===== src/rtl/fe_fetch.sv =====
// Front-end fetch stage: owns the fetch PC, issues instruction-memory requests and
// buffers in-order responses for decode, discarding wrong-path work on a redirect.
module fe_fetch #(
    parameter int unsigned WORD_SIZE_P   = 16,
    parameter int unsigned QUEUE_DEPTH_P = 2
) (
    input  logic                   clk_i,
    input  logic                   reset_n_i,
    input  logic [WORD_SIZE_P-1:0] pc_next_i,
    input  logic                   flush_i,
    output logic [WORD_SIZE_P-1:0] pc_o,
    output logic [WORD_SIZE_P-1:0] pc_2_o,
    output logic                   stall_o,
    output logic                   imem_req_v_o,
    output logic [WORD_SIZE_P-1:0] imem_req_addr_o,
    input  logic                   imem_req_ready_i,
    input  logic                   imem_resp_v_i,
    input  logic [WORD_SIZE_P-1:0] imem_resp_data_i,
    output logic                   fe_v_o,
    output logic [WORD_SIZE_P-1:0] fe_instr_o,
    output logic [WORD_SIZE_P-1:0] fe_pc_o,
    input  logic                   fe_ready_i
);

    localparam int unsigned CntW = $clog2(QUEUE_DEPTH_P + 1);
    localparam int unsigned PtrW = (QUEUE_DEPTH_P > 1) ? $clog2(QUEUE_DEPTH_P) : 1;

    typedef logic [CntW-1:0]        cnt_t;
    typedef logic [CntW:0]          sum_t;
    typedef logic [PtrW-1:0]        ptr_t;
    typedef logic [WORD_SIZE_P-1:0] word_t;

    localparam ptr_t  LastPtr = ptr_t'(QUEUE_DEPTH_P - 1);
    localparam sum_t  DepthS  = sum_t'(QUEUE_DEPTH_P);
    localparam word_t PcInc   = {{(WORD_SIZE_P - 2){1'b0}}, 2'b10};

    function automatic ptr_t ptr_inc(input ptr_t p);
        return (p == LastPtr) ? '0 : p + 1'b1;
    endfunction

    word_t pc_q, pc_d;
    cnt_t  out_cnt_q, out_cnt_d;
    cnt_t  drop_cnt_q, drop_cnt_d;
    cnt_t  q_cnt_q, q_cnt_d;
    ptr_t  if_wptr_q, if_wptr_d, if_rptr_q, if_rptr_d;
    ptr_t  q_wptr_q, q_wptr_d, q_rptr_q, q_rptr_d;
    word_t if_pc_q   [QUEUE_DEPTH_P];
    word_t if_pc_d   [QUEUE_DEPTH_P];
    word_t q_instr_q [QUEUE_DEPTH_P];
    word_t q_instr_d [QUEUE_DEPTH_P];
    word_t q_pc_q    [QUEUE_DEPTH_P];
    word_t q_pc_d    [QUEUE_DEPTH_P];

    logic credit_ok, accept, resp_take, resp_drop, push, pop;

    // Dropped-but-pending responses still hold credit until they return.
    assign credit_ok = (sum_t'(out_cnt_q) + sum_t'(q_cnt_q)) < DepthS;
    assign imem_req_v_o = reset_n_i & ~flush_i & credit_ok;
    assign accept       = imem_req_v_o & imem_req_ready_i;
    assign stall_o      = ~reset_n_i | (~accept & ~flush_i);

    assign resp_take = reset_n_i & imem_resp_v_i & (out_cnt_q != '0);
    assign resp_drop = resp_take & (flush_i | (drop_cnt_q != '0));
    assign push      = resp_take & ~resp_drop;

    assign fe_v_o = reset_n_i & (q_cnt_q != '0);
    assign pop    = fe_v_o & fe_ready_i & ~flush_i;

    assign pc_o            = pc_q;
    assign pc_2_o          = pc_q + PcInc;
    assign imem_req_addr_o = pc_q;
    assign fe_instr_o      = q_instr_q[q_rptr_q];
    assign fe_pc_o         = q_pc_q[q_rptr_q];

    always_comb begin
        pc_d       = pc_next_i;
        out_cnt_d  = out_cnt_q + cnt_t'(accept) - cnt_t'(resp_take);
        drop_cnt_d = drop_cnt_q;
        if_wptr_d  = if_wptr_q;
        if_rptr_d  = if_rptr_q;
        if_pc_d    = if_pc_q;
        q_wptr_d   = q_wptr_q;
        q_rptr_d   = q_rptr_q;
        q_cnt_d    = q_cnt_q;
        q_instr_d  = q_instr_q;
        q_pc_d     = q_pc_q;

        if (accept) begin
            if_pc_d[if_wptr_q] = pc_q;
            if_wptr_d          = ptr_inc(if_wptr_q);
        end
        if (resp_take) begin
            if_rptr_d = ptr_inc(if_rptr_q);
        end

        if (flush_i) begin
            // Everything still in flight is wrong-path; the arriving one is dropped now.
            drop_cnt_d = out_cnt_q - cnt_t'(resp_take);
            q_wptr_d   = '0;
            q_rptr_d   = '0;
            q_cnt_d    = '0;
        end else begin
            if (resp_take && (drop_cnt_q != '0)) begin
                drop_cnt_d = drop_cnt_q - 1'b1;
            end
            if (push) begin
                q_instr_d[q_wptr_q] = imem_resp_data_i;
                q_pc_d[q_wptr_q]    = if_pc_q[if_rptr_q];
                q_wptr_d            = ptr_inc(q_wptr_q);
            end
            if (pop) begin
                q_rptr_d = ptr_inc(q_rptr_q);
            end
            q_cnt_d = q_cnt_q + cnt_t'(push) - cnt_t'(pop);
        end
    end

    always_ff @(posedge clk_i) begin
        if (!reset_n_i) begin
            pc_q       <= '0;
            out_cnt_q  <= '0;
            drop_cnt_q <= '0;
            q_cnt_q    <= '0;
            if_wptr_q  <= '0;
            if_rptr_q  <= '0;
            q_wptr_q   <= '0;
            q_rptr_q   <= '0;
        end else begin
            pc_q       <= pc_d;
            out_cnt_q  <= out_cnt_d;
            drop_cnt_q <= drop_cnt_d;
            q_cnt_q    <= q_cnt_d;
            if_wptr_q  <= if_wptr_d;
            if_rptr_q  <= if_rptr_d;
            q_wptr_q   <= q_wptr_d;
            q_rptr_q   <= q_rptr_d;
        end
    end

    always_ff @(posedge clk_i) begin
        if_pc_q   <= if_pc_d;
        q_instr_q <= q_instr_d;
        q_pc_q    <= q_pc_d;
    end

    assert property (@(posedge clk_i) disable iff (!reset_n_i)
        imem_resp_v_i |-> (out_cnt_q != '0))
        else $error("fe_fetch: response with nothing outstanding");

endmodule

===== config.mk =====
export PLATFORM = sky130hd
export DESIGN_NAME = fe_fetch
export DESIGN_NICKNAME = d
export VERILOG_FILES = /design/src/rtl/fe_fetch.sv
export SDC_FILE = /design/constraint.sdc
export NUM_CORES = 1
export LEC_CHECK = 0
export CAP_MARGIN = 25
export CORE_MARGIN = 2
export CORE_UTILIZATION = 45
export DETAILED_ROUTE_END_ITERATION = 10
export PLACE_DENSITY = 0.86
export RECOVER_POWER = 25
export SLEW_MARGIN = 25
export SYNTH_ARGS = -nofsm -noshare
export SYNTH_HDL_FRONTEND = slang
export SYNTH_SLANG_ARGS = --single-unit

===== constraint.sdc =====
create_clock -name clk_i -period 9.4 [get_ports clk_i]
set_clock_uncertainty 0.05 [all_clocks]
set_input_delay 1.88 -clock clk_i [delete_from_list [all_inputs] [get_ports clk_i]]
set_output_delay 1.88 -clock clk_i [all_outputs]
set_load 0.005 [all_outputs]

Word level (Yosys, flattened, before mapping)
Cells that the tools add are included.

Flip-flop bits (word level): 122. Input port bits: 38. Word-level logic and storage cells: 85.

$add $sub $neg: 12. $lt $le $gt $ge: 7. Muxes and demuxes: 22. Bitwise gates (word level): 21. Reduce and logical (&&, ||, !) cells: 9.

Operators with widths (count): $mux 16 (11); $bwmux 32 (3); $demux 16 s1 (2); $add 16x2->16 const B (1); $and 1x1->1 (11); $ge 2x2->1 const B (4); $not 1->2 (4); $reduce_bool 2->1 (4); $sub 2x1->2 (3); $add 1x1->1 const B (4); $add 2x1->2 (2); $lt 2x1->1 const B (2); $mux 1 (4); $mux 2 (2); $not 1->1 (4); $add 2x2->3 (1); $logic_and 1x1->1 (3); $lt 3x2->1 const B (1); $or 1x1->1 (2); $reduce_and 2->1 (1); $reduce_or 2->1 (1); $sub 2x1->2 const B (1).

Depth between registers and ports, before layout
Gate-level depths: netlist (run 1).

Depth in word-level cells: 7. Mapped depth: 10. Gate-level depth less buffers: 10.

Worst setup path after synthesis (run 1)
No wires, ideal clock.

Path type: input port to output port. Start point: in reset_n_i. End point: out stall_o. Arrival: 2.553 ns. Required time: 7.470 ns. Setup slack: 4.917 ns. Cell stages on the path: 4. Path through: buf_4 > nor4b_4 > a21o_1 > nand2_1.

Longest elaborated chain between the ends: 6. Elaborated cells between the ends (all ways): 7.

Ends and longest elaborated chain: start, declared (RTL line 8) `input logic reset_n_i,`; $and 1x1->1 (2 in series) (RTL line 58) `assign imem_req_v_o = reset_n_i & ~flush_i & credit_ok;`; net imem_req_v_o (RTL line 14) `output logic imem_req_v_o,`; $and 1x1->1 (RTL line 59) `assign accept = imem_req_v_o & imem_req_ready_i;`; $not 1->1 (RTL line 60) `assign stall_o = ~reset_n_i | (~accept & ~flush_i);`; $and 1x1->1 (RTL line 60); $or 1x1->1 (RTL line 60); end, declared (RTL line 13) `output logic stall_o,`.

The timed path passes the listed nets, and every way through them passes these cells.

Worst setup path in the final report (run 1)
Start point: in reset_n_i. End point: out stall_o.

Longest elaborated chain between the ends: 6. Elaborated cells between the ends (all ways): 7.

Ends and longest elaborated chain (RTL line): $and 1x1->1 (2 in series) (58); $and 1x1->1 (59); $not 1->1 (60); $and 1x1->1 (60); $or 1x1->1 (*) (60).

Every way passes the cells marked *; elsewhere a longest branch is shown, timed or not.

==> results of run 1 <==
## per-stage QoR
step,cell area [um2],power [uW],cells,setup WS [ns]
final,6680,1280,573,3.38
after global routing,6680,1330,573,3.26
after CTS,6680,1300,573,3.37
after detailed placement,6120,705,541,3.39
after global placement,6120,701,541,3.47
after floorplan,4910,657,308,4.92
## layer usage
layer | global-route usage (%) | part of all wire (%) | wire length [um] | vias up
met5 | 0 | 0 | 0 | -
met4 | 5.59 | 0.88 | 79 | 0
met1 | 19.6 | 43 | 3890 | 1329
li1 | - | - | - | 1332
met3 | 4.76 | 5.6 | 502 | 5
met2 | 26.5 | 50 | 4510 | 110
## sequential cells by signal, summed over array words and instances (netlist names), 2 cells and up
signal	flops
q_cnt_q	2
q_pc_q	32
q_instr_q	32
drop_cnt_q	2
if_pc_q	32
out_cnt_q	2
imem_req_addr_o	16
## cells by family (layout without fill, tap and decap cells)
| family | count (synthesis) | count (layout) | synth area share (%) |
|---|---|---|---|
| flip-flops | 122 | 122 | 69.3 |
| buffers and inverters | 41 | 166 | 4.74 |
| XOR/XNOR | 18 | 18 | 3.21 |
| AND/OR/NAND/NOR | 57 | 57 | 7.19 |
| adder cells (fa/ha/maj) | 8 | 8 | 2.19 |
| AO/OA/AOI/OAI | 14 | 14 | 2.32 |
| multiplexers | 48 | 48 | 11.0 |
## area by class of cell
type / count / area share (%)
Multi-Input combinational cell: 145 / 19.2
Timing Repair Buffer: 122 / 18.2
Sequential cell: 122 / 50.9
Inverter: 12 / 0.674
Tap cell: 140 / 2.62
Clock inverter: 10 / 1.12
Clock buffer: 22 / 7.27
## critical path, cell delays in order
cell	delay (ns)
clkdlybuf4s50_1	1.02
nor4b_4	0.48
a21o_1	0.18
nand2_1	0.05
clkdlybuf4s50_1	0.48
## power breakdown
part,switching (uW),internal (uW),total (uW)
logic,29.0,53.0,82.0
clock network,227,365,592
registers,14.2,596,610
## worst paths after layout
path                start         end  slack [ns]  cells past startpoint
min reg2reg      q_wptr_q    q_wptr_q        0.45                      2
max reg2reg  out_cnt_q[0]  if_pc_q[6]        6.80                      4
min              q_wptr_q    q_wptr_q        0.45                      2
max             reset_n_i     stall_o        3.38                      5
## cell usage in the layout, fill, tap and decap left out, types with 7 or more instances in the layout
cell             instances
clkdlybuf4s50_1        114
edfxtp_1                96
mux2_2                  35
dfxtp_1                 26
and2_1                  22
clkbuf_16               18
xnor2_1                 14
mux2_1                  13
inv_1                   12
ha_1                     7
==> flow_metrics.tcl, run 1 <==
set metrics [dict create \
    crit_path_end_kind "primary output" \
    required_ns 7.47 \
    status "completed" \
    ys_top_cells_by_count "edfxtp_1, mux2_2, dfxtp_1" \
    root_buffer "clkbuf_8" \
    seqCellArea_um2 3400 \
    vias_per_cell 4.84 \
    pin_count 121 \
    synth_seq_cells 122 \
    fp.dieW_um 108 \
    fp.dieH_um 108 \
    grt_max_degree 33 \
    ir_drop_v 0.000102 \
    drtPass1Iterations 4 \
    period_needed_ns 6.02 \
    crit_arrival_ns 4.09 \
    leakage_uw 0.00237 \
    cts_buffers 17 \
    critPathKind "input port to primary output" \
    grt_setup_unrepaired "no" \
    synth-main-ff-cell "edfxtp_1" \
    cts_resized 0 \
    fp.dieArea_um2 11800 \
    slew_violations 0 \
    power_density_nw_per_um2 192 \
    vias 2776 \
    avgSynthCellArea_um2 15.9 \
    slew_headroom_pct 37.1 \
    synth_most_common_cell "edfxtp_1" \
    drive_above_1_share_pct 17.1 \
    synth_edf_count 96 \
    num_rows 38 \
    post_cts.repair.setup_buffers 0 \
    antenna_found_initial 0 \
    track_usage_pct 15.9 \
    worst_hold_slack_ns 0.454 \
    grt_pass1_vias 2818 \
    synthToLayoutAreaGrowth_pct 36.1 \
    synth_area_um2 4910 \
    insertedDiodeCount 0 \
    synthCells 308 \
    h-tree-depth 4 \
    crit_fanout 27 \
    tightest_slew_ns 0.941 \
    grt_first_pass_wirelength_mm 14.0 \
    grt-ovfl-total 0 \
    start_kind "input port" \
    synth_warnings 0 \
    synth.distinct_cells 34 \
    max_freq_mhz 166 \
    clock_path_buffers 2 \
    dp_hpwl_mm 5.95 \
    syn_nets 354 \
    clkLatencyLatePin_ns 0.50 \
    hp-class "flip-flop to flip-flop" \
    hold_viol 0 \
    first_iter_violations 108 \
    design.core.area_um2 10700 \
    synth_area_leaders "edfxtp_1, mux2_2, dfxtp_1" \
    final_util_pct 62.2 \
    finalSetupViolations 0 \
    synth_seq_area_share_pct 69.3 \
    postCtsHoldBufs 0 \
    drt.antenna.violating_nets 0 \
    synth-async-reset-ratio_pct 0 \
    clock-sinks 122 \
    final_nets 466 \
    multi_input_area_um2 1280 \
    initial_core_util_pct 45.7 \
    drc 0 \
    wl_mm 8.98 \
    portBuffers 120 \
    synth_largest_area_cell "edfxtp_1" \
    period_share_pct 64.1 \
    path_clk_slew_ns 0.05 \
    maxCapViolations 0 \
    tritoncts "yes" \
    fin_setup_tns_ns 0 \
    post_drt_wl_per_cell_um 15.7 \
    synth_top_area_share_pct 58.7 \
    routabilityCongestion 0.751 \
    nFillCells 813 \
]
No activity file was read; power rests on OpenSTA's default activity.
==> run 2, diff against run 1 <==
Settings changed: CORE_UTILIZATION 45 to 44, PLACE_DENSITY 0.86 to 0.87.
Clock period 9.4 ns to 5.5 ns, I/O delays scaled along.
==> flow_metrics.tcl, run 2 (same netlist as run 1, synthesis figures left out) <==
set metrics [dict create \
    path_cells "dlygate4sd3_1, buf_4, nor4b_4, a21o_1, nand2_1, clkdlybuf4s50_1" \
    fp.dieH_um 110 \
    first_iter_violations 130 \
    fin_ws_ns 1.44 \
    initial_core_util_pct 45.3 \
    tritoncts "yes" \
    power_density_nw_per_um2 316 \
    post_drt_wl_per_cell_um 15.6 \
    clock_path_buffers 2 \
    cts_resized 0 \
    r2r-end "if_pc_q[13]" \
    vias_per_cell 4.80 \
    maxCapViolations 0 \
    final_cell_mix "clkdlybuf4s50_1, edfxtp_1, mux2_2, dfxtp_1, and2_1" \
    h-tree-depth 4 \
    grt_setup_unrepaired "no" \
    hold_viol 0 \
    hp-class "flip-flop to flip-flop" \
    max_freq_mhz 246 \
    period_share_pct 73.8 \
    ir_drop_v 0.000179 \
    track_usage_pct 15.7 \
    biggestRegsByFlops "if_pc_q x32, q_instr_q x32, q_pc_q x32" \
    path_depth 6 \
    wl_mm 8.96 \
    start_kind "input port" \
    period_needed_ns 4.06 \
    tightest_slew_ns 0.907 \
    dp.cells 542 \
    status "completed" \
    drtPass1Iterations 4 \
    clock-sinks 122 \
    insertedDiodeCount 0 \
    drt.antenna.violating_nets 0 \
    postCtsHoldBufs 0 \
    dp_hpwl_mm 6.15 \
    crit_arrival_ns 2.91 \
    antenna_found_initial 0 \
    pin_count 121 \
    slew_headroom_pct 39.4 \
    critPathKind "input port to primary output" \
    clkLatencyLatePin_ns 0.50 \
    portBuffers 120 \
    fp.dieArea_um2 12000 \
    post_cts.repair.setup_buffers 0 \
    stdcell_area_um2 6630 \
    fp.dieW_um 110 \
    crit_fanout 27 \
    stdcell_count 574 \
    drc 0 \
    slew_violations 0 \
    cp.buffers_inverters 3 \
    drive_above_1_share_pct 19.4 \
    final_nets 467 \
    startpoint "reset_n_i" \
    required_ns 4.35 \
    path_clk_slew_ns 0.05 \
    critPathTopFamily "buffers and inverters" \
    grt_max_degree 33 \
    grt_pass1_vias 2838 \
    finalSetupViolations 0 \
    timing.rr.start "out_cnt_q[0]" \
    grt-ovfl-total 0 \
    totalPowerFinal_uw 2100 \
    leakage_uw 0.00233 \
    num_rows 38 \
    final_common_cell "clkdlybuf4s50_1" \
    post-place-ws_ns 1.49 \
    vias 2756 \
    design.core.area_um2 10800 \
    crit_path_end_kind "primary output" \
    placed_area_um2 6130 \
    routabilityCongestion 0.749 \
    r2r_slack_ns 2.91 \
    setup.worst_path.end "stall_o" \
    fin_setup_tns_ns 0 \
    reg2regPathDepth 4 \
    synthToLayoutAreaGrowth_pct 35.0 \
    crit_path_top_delay_cell "dlygate4sd3_1" \
    cts_buffers 17 \
    grt_first_pass_wirelength_mm 13.9 \
    root_buffer "clkbuf_8" \
    critPathMaxStageDelay_ns 0.52 \
]
==> run 2: final cells by class <==
| cell class | instances | area [um2] |
|---|---|---|
| Fill cell | 809 | 4210 |
| Sequential cell | 122 | 3400 |
| Multi-Input combinational cell | 145 | 1280 |
| Timing Repair Buffer | 123 | 1220 |
| Clock buffer | 19 | 422 |
| Tap cell | 140 | 175 |
| Clock inverter | 13 | 80.1 |
| Inverter | 12 | 45.0 |
==> run 2: metal layers <==
metal  GRT usage (%)  vias up  share of wire (%)
li1                -     1337                  -
met1            17.5     1309                 41
met2            27.6       96                 52
met3            4.45       14                5.9
met4            7.23        0                1.9
met5               0        -                  0
==> run 2: metrics by stage <==
step / hold slack, ns / utilization (%)
after global routing: 0.480 / 61.1
after global placement: 0.428 / 56.5
after floorplan: 0.413 / -
after CTS: 0.469 / 61.1
after detailed placement: 0.450 / 56.5
final: 0.460 / 61.1
==> run 2: worst reg2reg max path, cell delays in order, from the launching register on <==
cell     delay (ns)
dfxtp_1        0.42
and2_1         0.17
fa_1           0.45
nor4b_4        0.40
and3_1         0.72
==> run 2: power by group <==
part | switching (uW) | total [uW] | internal, uW
clock network | 366 | 911 | 545
registers | 23.8 | 1040 | 1020
logic | 50.5 | 142 | 92.0
==> run 2: worst min path at each step <==
stage / end / slack, ns / cells past startpoint / startpoint
finish: q_wptr_q / 0.46 / 2 / q_wptr_q
CTS: q_rptr_q / 0.47 / 2 / q_rptr_q
floorplan: q_wptr_q / 0.41 / 2 / q_wptr_q
global route: if_pc_q[0] / 0.48 / 0 / imem_req_addr_o[0]
detailed placement: q_rptr_q / 0.45 / 2 / q_rptr_q
global placement: q_wptr_q / 0.43 / 2 / q_wptr_q
